<file path="src/rtl/control_unit_top.sv">
// -----------------------------------------------------------------------------
// control_unit_top
//
// Main decoder plus ALU-control decoder for an RV32I-style datapath. Decodes
// opcode/funct3/funct7 into datapath enables, ALU operation, next-PC source and
// immediate format, and flags instructions that cannot be decoded. Any
// undecodable instruction forces every decode output to the NOP value.
//
// Build option:
//   CTRL_OUTREG_EN  defined   -> all decode outputs and `illegal` are registered
//                                (one-cycle latency, cleared to NOP by reset).
//                   undefined -> decode outputs are purely combinational.
//   illegal_sticky is registered in both builds.
//
// Ports:
//   clk            in   rising-edge clock
//   rst_n          in   asynchronous active-low reset
//   opcode[6:0]    in   instr[6:0]
//   funct3[2:0]    in   instr[14:12]
//   funct7[6:0]    in   instr[31:25]
//   instr_valid    in   qualifies the instruction for sticky illegal tracking
//   reg_write, mem_read, mem_write, mem_to_reg, branch, alu_src
//                  out  datapath enables/selects
//   alu_op[1:0]    out  00 add, 01 branch-compare, 10 R-type, 11 I-type ALU
//   alu_ctrl[3:0]  out  ALU function select (see ALU_* constants)
//   pc_src[1:0]    out  00 PC+4, 01 PC+imm, 10 ALU result
//   imm_type[2:0]  out  000 I, 001 S, 010 B, 011 U, 100 J, 111 none
//   illegal        out  current instruction not decodable
//   illegal_sticky out  latched illegal flag, cleared only by reset
// -----------------------------------------------------------------------------
module control_unit_top (
    input  logic       clk,
    input  logic       rst_n,
    input  logic [6:0] opcode,
    input  logic [2:0] funct3,
    input  logic [6:0] funct7,
    input  logic       instr_valid,
    output logic       reg_write,
    output logic       mem_read,
    output logic       mem_write,
    output logic       mem_to_reg,
    output logic       branch,
    output logic       alu_src,
    output logic [1:0] alu_op,
    output logic [3:0] alu_ctrl,
    output logic [1:0] pc_src,
    output logic [2:0] imm_type,
    output logic       illegal,
    output logic       illegal_sticky
);

    localparam logic [6:0] OP_R      = 7'b0110011;
    localparam logic [6:0] OP_LOAD   = 7'b0000011;
    localparam logic [6:0] OP_STORE  = 7'b0100011;
    localparam logic [6:0] OP_BRANCH = 7'b1100011;
    localparam logic [6:0] OP_IMM    = 7'b0010011;
    localparam logic [6:0] OP_JAL    = 7'b1101111;
    localparam logic [6:0] OP_JALR   = 7'b1100111;
    localparam logic [6:0] OP_LUI    = 7'b0110111;
    localparam logic [6:0] OP_AUIPC  = 7'b0010111;

    localparam logic [3:0] ALU_AND  = 4'b0000;
    localparam logic [3:0] ALU_OR   = 4'b0001;
    localparam logic [3:0] ALU_ADD  = 4'b0010;
    localparam logic [3:0] ALU_XOR  = 4'b0011;
    localparam logic [3:0] ALU_SLL  = 4'b0100;
    localparam logic [3:0] ALU_SRL  = 4'b0101;
    localparam logic [3:0] ALU_SUB  = 4'b0110;
    localparam logic [3:0] ALU_SLT  = 4'b0111;
    localparam logic [3:0] ALU_SRA  = 4'b1000;
    localparam logic [3:0] ALU_SLTU = 4'b1001;

    localparam logic [6:0] F7_ZERO = 7'b0000000;
    localparam logic [6:0] F7_ALT  = 7'b0100000;

    logic       reg_write_next, mem_read_next, mem_write_next, mem_to_reg_next;
    logic       branch_next, alu_src_next, illegal_next;
    logic [1:0] alu_op_next, pc_src_next;
    logic [3:0] alu_ctrl_next;
    logic [2:0] imm_type_next;
    logic       sticky_reg;

    always_comb begin
        reg_write_next  = 1'b0;
        mem_read_next   = 1'b0;
        mem_write_next  = 1'b0;
        mem_to_reg_next = 1'b0;
        branch_next     = 1'b0;
        alu_src_next    = 1'b0;
        alu_op_next     = 2'b00;
        alu_ctrl_next   = ALU_ADD;
        pc_src_next     = 2'b00;
        imm_type_next   = 3'b111;
        illegal_next    = 1'b0;

        case (opcode)
            OP_R: begin
                reg_write_next = 1'b1;
                alu_op_next    = 2'b10;
                // Only SUB and SRA use the alternate funct7 encoding.
                if (funct7 == F7_ALT)
                    illegal_next = (funct3 != 3'b000) && (funct3 != 3'b101);
                else if (funct7 != F7_ZERO)
                    illegal_next = 1'b1;
            end
            OP_LOAD: begin
                reg_write_next  = 1'b1;
                mem_read_next   = 1'b1;
                mem_to_reg_next = 1'b1;
                alu_src_next    = 1'b1;
                imm_type_next   = 3'b000;
                illegal_next    = (funct3 == 3'b011) || (funct3 == 3'b110) ||
                                  (funct3 == 3'b111);
            end
            OP_STORE: begin
                mem_write_next = 1'b1;
                alu_src_next   = 1'b1;
                imm_type_next  = 3'b001;
                illegal_next   = (funct3 > 3'b010);
            end
            OP_BRANCH: begin
                branch_next   = 1'b1;
                alu_op_next   = 2'b01;
                pc_src_next   = 2'b01;
                imm_type_next = 3'b010;
                illegal_next  = (funct3 == 3'b010) || (funct3 == 3'b011);
            end
            OP_IMM: begin
                reg_write_next = 1'b1;
                alu_src_next   = 1'b1;
                alu_op_next    = 2'b11;
                imm_type_next  = 3'b000;
                // funct7 is immediate payload except for the shift forms.
                if (funct3 == 3'b001)
                    illegal_next = (funct7 != F7_ZERO);
                else if (funct3 == 3'b101)
                    illegal_next = (funct7 != F7_ZERO) && (funct7 != F7_ALT);
            end
            OP_JAL: begin
                reg_write_next = 1'b1;
                pc_src_next    = 2'b01;
                imm_type_next  = 3'b100;
            end
            OP_JALR: begin
                reg_write_next = 1'b1;
                alu_src_next   = 1'b1;
                pc_src_next    = 2'b10;
                imm_type_next  = 3'b000;
                illegal_next   = (funct3 != 3'b000);
            end
            OP_LUI, OP_AUIPC: begin
                reg_write_next = 1'b1;
                alu_src_next   = 1'b1;
                imm_type_next  = 3'b011;
            end
            default: illegal_next = 1'b1;
        endcase

        case (alu_op_next)
            2'b01: begin
                case (funct3)
                    3'b000, 3'b001: alu_ctrl_next = ALU_SUB;
                    3'b100, 3'b101: alu_ctrl_next = ALU_SLT;
                    3'b110, 3'b111: alu_ctrl_next = ALU_SLTU;
                    default:        alu_ctrl_next = ALU_ADD;
                endcase
            end
            2'b10, 2'b11: begin
                case (funct3)
                    // For I-type funct7 is immediate data, so never SUB.
                    3'b000:  alu_ctrl_next = (alu_op_next == 2'b10 && funct7[5]) ?
                                             ALU_SUB : ALU_ADD;
                    3'b001:  alu_ctrl_next = ALU_SLL;
                    3'b010:  alu_ctrl_next = ALU_SLT;
                    3'b011:  alu_ctrl_next = ALU_SLTU;
                    3'b100:  alu_ctrl_next = ALU_XOR;
                    3'b101:  alu_ctrl_next = funct7[5] ? ALU_SRA : ALU_SRL;
                    3'b110:  alu_ctrl_next = ALU_OR;
                    default: alu_ctrl_next = ALU_AND;
                endcase
            end
            default: alu_ctrl_next = ALU_ADD;
        endcase

        // Undecodable instructions must not disturb the datapath.
        if (illegal_next) begin
            reg_write_next  = 1'b0;
            mem_read_next   = 1'b0;
            mem_write_next  = 1'b0;
            mem_to_reg_next = 1'b0;
            branch_next     = 1'b0;
            alu_src_next    = 1'b0;
            alu_op_next     = 2'b00;
            alu_ctrl_next   = ALU_ADD;
            pc_src_next     = 2'b00;
            imm_type_next   = 3'b111;
        end
    end

`ifdef CTRL_OUTREG_EN
    always_ff @(posedge clk or negedge rst_n) begin
        if (!rst_n) begin
            reg_write  <= 1'b0;
            mem_read   <= 1'b0;
            mem_write  <= 1'b0;
            mem_to_reg <= 1'b0;
            branch     <= 1'b0;
            alu_src    <= 1'b0;
            alu_op     <= 2'b00;
            alu_ctrl   <= ALU_ADD;
            pc_src     <= 2'b00;
            imm_type   <= 3'b111;
            illegal    <= 1'b0;
        end else begin
            reg_write  <= reg_write_next;
            mem_read   <= mem_read_next;
            mem_write  <= mem_write_next;
            mem_to_reg <= mem_to_reg_next;
            branch     <= branch_next;
            alu_src    <= alu_src_next;
            alu_op     <= alu_op_next;
            alu_ctrl   <= alu_ctrl_next;
            pc_src     <= pc_src_next;
            imm_type   <= imm_type_next;
            illegal    <= illegal_next;
        end
    end
`else
    assign reg_write  = reg_write_next;
    assign mem_read   = mem_read_next;
    assign mem_write  = mem_write_next;
    assign mem_to_reg = mem_to_reg_next;
    assign branch     = branch_next;
    assign alu_src    = alu_src_next;
    assign alu_op     = alu_op_next;
    assign alu_ctrl   = alu_ctrl_next;
    assign pc_src     = pc_src_next;
    assign imm_type   = imm_type_next;
    assign illegal    = illegal_next;
`endif

    // Samples the combinational decode so both builds latch on the same edge.
    always_ff @(posedge clk or negedge rst_n) begin
        if (!rst_n)
            sticky_reg <= 1'b0;
        else if (instr_valid && illegal_next)
            sticky_reg <= 1'b1;
    end

    assign illegal_sticky = sticky_reg;

endmodule

</file>
<file path="config.mk">
export PLATFORM = sky130hd
export DESIGN_NAME = control_unit_top
export DESIGN_NICKNAME = d
export VERILOG_FILES = /design/src/rtl/control_unit_top.sv
export SDC_FILE = /design/constraint.sdc
export NUM_CORES = 1
export LEC_CHECK = 0
export CORE_AREA = 3 3 49 51
export CTS_BUF_LIST = sky130_fd_sc_hd__clkbuf_16
export DETAILED_ROUTE_END_ITERATION = 16
export DIE_AREA = 0 0 52 54
export PLACE_DENSITY_LB_ADDON = 0.08
export SLEW_MARGIN = 20
export SYNTH_ARGS = -nofsm -noshare
export SYNTH_HDL_FRONTEND = slang
export SYNTH_SLANG_ARGS = --single-unit
</file>
<file path="constraint.sdc">
create_clock -name clk -period 3 [get_ports clk]
set_clock_uncertainty 0.1 [all_clocks]
set_input_delay 0.9 -clock clk [delete_from_list [all_inputs] [get_ports clk]]
set_output_delay 0.9 -clock clk [all_outputs]
set_load 0.03 [all_outputs]
</file>
==> Implementation_results.wiki <==
{| class="wikitable"
! Metric !! Value
|-
| Post-layout nets || about 180
|-
| Routed via count divided by cell count || approximately 5.2
|-
| Worst IR Drop VDD || roughly 0.09 mV
|-
| Die Y || 54 µm
|-
| Share of final-layout standard cells stronger than drive strength 1 || 66.7%
|-
| Die outline width || 52 µm
|-
| Number of slew-limit violations in the final report || 0
|-
| Final non-filler cell total || around 190
|-
| Maximum number of pins on one net before global-route repair || 10
|-
| Seq/Total Area, Yosys || 3.88%
|-
| Floorplan die area || between 2000 and 3000 µm²
|-
| Post-synthesis register bit count || 1
|-
| Initial detailed-routing violation count || 17
|-
| Insertion delay of the later-clocked pin in the worst-skew pair || 0 ns
|-
| Min setup slack post-route || -0.386 ns
|-
| Slew at the pin with the worst max-slew slack || approximately 0.46 ns
|-
| Clock period minus worst slack || approximately 3.4 ns
|-
| Via count || 983
|-
| Setup repair after global routing missed its margin || yes
|-
| Power per standard cell area || 100 nW/µm²
|-
| Number of standard cells after synthesis || 92
|-
| Global-route wire length before repair || roughly 4400 µm
|-
| Required time at the endpoint of the critical path || 2.00 ns
|-
| Post-DP HPWL || between 1500 and 2000 µm
|-
| Synth async-reset ratio || 100%
|-
| Number of ports placed on the die boundary || 39
|-
| Total wirelength of the detailed-routed design || between 2000 and 3000 µm
|-
| Antenna Nets Post-Route || 0
|-
| Minimum hold slack || 0.351 ns
|-
| Startpoint type of the worst setup path || input pin
|-
| Post-Synthesis Cell Area || between 600 and 700 µm²
|-
| Aggregate global-route resource usage || roughly a fifth
|-
| Area delta synth->final || 131%
|-
| Number of antenna violations at the first check in global routing || 0
|-
| Leakage component of the power || 0.616 nW
|-
| Hold WC Path Type || reg -> reg
|-
| Worst slew margin relative to its limit || 69.1%
|-
| Overflow left after global routing || 0
|-
| Final hold violation count || 0
|-
| Number of detailed-routing iterations run before antenna repair || 4
|-
| RePlAce Congestion || between 0.8 and 0.9
|-
| WP data arrival || 2.39 ns
|-
| Top_reg_cell synth || sky130_fd_sc_hd__dfrtp_1
|-
| Top fanout value on the critical path || 6
|-
| DRC viols || 0
|-
| Number of enable-type register cells in the synthesized netlist || 0
|-
| Area of the core || 1980 µm²
|-
| Vias in the first global route || 988
|-
| Hold buffer count at CTS || 0
|-
| Cell Rows || 16
|-
| Number of nets produced by synthesis || between 100 and 150
|-
| Worst-path clk slew || 0 ns
|-
| Initial core utilization || between 30% and 40%
|-
| Maximum clock frequency || 295 MHz
|-
| Yosys warnings || 0
|-
| Total power draw || 0.000149 W
|-
| Diodes inserted || 0
|-
| Number of flip-flops in the largest register || 1
|-
| Port Buf Inserts || 38
|-
| Final setup violating endpoints || 17
|-
| Classification of the worst setup path || in -> out
|-
| Number of distinct library cells after synthesis || 43
|-
| WL/cell || ~15 µm
|-
| Placed cell count || ~180
|-
| Max-Cap Viols || 0
|-
| Syn_area_per_cell || 7.00 µm²
|-
| Crit path capture type || output port
|-
| Result of the run || finished, violations left
|-
| Fin crit share || 113%
|-
| Failing checks || setup timing
|}
## layer usage
| metal | GRT usage [%] | up-vias | part of all wire (%) |
|---|---|---|---|
| li1 | - | 484 | - |
| met3 | 0.831 | 0 | 4.2 |
| met5 | 0 | - | 0 |
| met4 | 0.873 | 0 | 0 |
| met2 | 39.3 | 29 | 57 |
| met1 | 24.9 | 470 | 39 |
## power by group
part                     switching (W)  internal [W]  leakage, nW
logic                        0.0000628     0.0000726        0.607
clock network                        0             0            0
registers      0.000000000000000000367     0.0000137      0.00875
total                        0.0000628     0.0000864        0.616
## Yosys cell counts, types with 2 or more instances
library cell,number,share of area [%]
sky130_fd_sc_hd__nor2_1,15,8.7
sky130_fd_sc_hd__nand2_1,9,5.2
sky130_fd_sc_hd__o21ai_0,6,4.7
sky130_fd_sc_hd__a21oi_1,5,3.9
sky130_fd_sc_hd__buf_4,4,4.7
sky130_fd_sc_hd__nand2b_1,4,3.9
sky130_fd_sc_hd__buf_6,3,5.2
sky130_fd_sc_hd__nand3_1,3,2.3
sky130_fd_sc_hd__a31oi_1,2,1.9
sky130_fd_sc_hd__buf_2,2,1.6
sky130_fd_sc_hd__nand3b_1,2,2.3
sky130_fd_sc_hd__nand4b_1,2,2.7
sky130_fd_sc_hd__nor3_1,2,1.6
sky130_fd_sc_hd__nor4_1,2,1.9
sky130_fd_sc_hd__o21a_1,2,2.3
sky130_fd_sc_hd__o22a_2,2,3.1
## critical path: stages
cell,delay [ns]
sky130_fd_sc_hd__clkdlybuf4s15_2,0.23
sky130_fd_sc_hd__o21ai_0,0.24
sky130_fd_sc_hd__a41o_1,0.25
sky130_fd_sc_hd__o211ai_2,0.14
sky130_fd_sc_hd__buf_4,0.17
sky130_fd_sc_hd__a221o_2,0.30
sky130_fd_sc_hd__buf_6,0.14
## cell families (layout without fill, tap and decap cells)
logic type      after synthesis  in the layout  synth area share (%)
xor+xnor                      1              1                  1.36
flops                         1              1                  3.88
mux                           1              1                  1.55
simple gates                 52             52                  49.7
compound gates               26             26                  30.3
buf+inv                      11             81                  13.2
## metrics by stage
step	setup WS (ns)	util, %	TNS (ns)	area (µm²)
after floorplan	-0.529	-	-4.28	704
after global placement	-0.758	62.2	-12.09	1230
after detailed placement	-0.796	62.2	-12.57	1230
after CTS	-0.399	69.9	-4.70	1390
after global routing	-0.456	75.1	-6.08	1490
final	-0.386	75.1	-4.73	1490
## cell type report
type	instances	area (µm²)
repair buffers	80	724
fillers	150	494
inverters	1	3.75
flip-flops and latches	1	25.0
multi-input cells	80	701
well taps	27	33.8
## layout by cell type (no fill, tap or decap), types with 2 or more instances in the layout
cell type                         synthesis  routed
sky130_fd_sc_hd__nor2_1                  15       2
sky130_fd_sc_hd__nand2_1                  9       9
sky130_fd_sc_hd__nand2b_1                 4       4
sky130_fd_sc_hd__nor3_1                   2       2
sky130_fd_sc_hd__buf_2                    2       4
sky130_fd_sc_hd__o21ai_0                  6       5
sky130_fd_sc_hd__nor2_2                   0       3
sky130_fd_sc_hd__dlygate4sd2_1            0       3
sky130_fd_sc_hd__buf_4                    4      39
sky130_fd_sc_hd__a21oi_1                  5       5
sky130_fd_sc_hd__buf_8                    0       3
sky130_fd_sc_hd__clkdlybuf4s50_1          0       3
sky130_fd_sc_hd__clkbuf_2                 0       2
sky130_fd_sc_hd__nand3_1                  3       2
sky130_fd_sc_hd__buf_6                    3      23
sky130_fd_sc_hd__nor4_4                   0       2
sky130_fd_sc_hd__and2_4                   0       2
sky130_fd_sc_hd__nand3b_1                 2       2
sky130_fd_sc_hd__nor2_4                   0      10
sky130_fd_sc_hd__o22a_2                   2       2
sky130_fd_sc_hd__o21a_1                   2       2
sky130_fd_sc_hd__nand4b_1                 2       2
## final timing paths
check                      slack, ns  depth (start not counted)                        from                    endpoint
setup / recovery               -0.39                          7                   funct3[1]                 alu_ctrl[1]
min in group asynchronous       0.95                          1                       rst_n  illegal_sticky$_DFFE_PN0P_
max in group asynchronous       1.75                          1                       rst_n  illegal_sticky$_DFFE_PN0P_
setup reg to reg                2.24                          1  illegal_sticky$_DFFE_PN0P_  illegal_sticky$_DFFE_PN0P_
hold reg to reg                 0.35                          1  illegal_sticky$_DFFE_PN0P_  illegal_sticky$_DFFE_PN0P_
hold / removal                  0.35                          1  illegal_sticky$_DFFE_PN0P_  illegal_sticky$_DFFE_PN0P_
## repair_timing
item | CTS | global route
endpoints found under the setup margin | 18 | 18
gates resized for setup | 95 | 22
pin swaps | 21 | 15
buffers inserted | 6 | 4
Note: power is estimated with default switching activity, not from simulation.
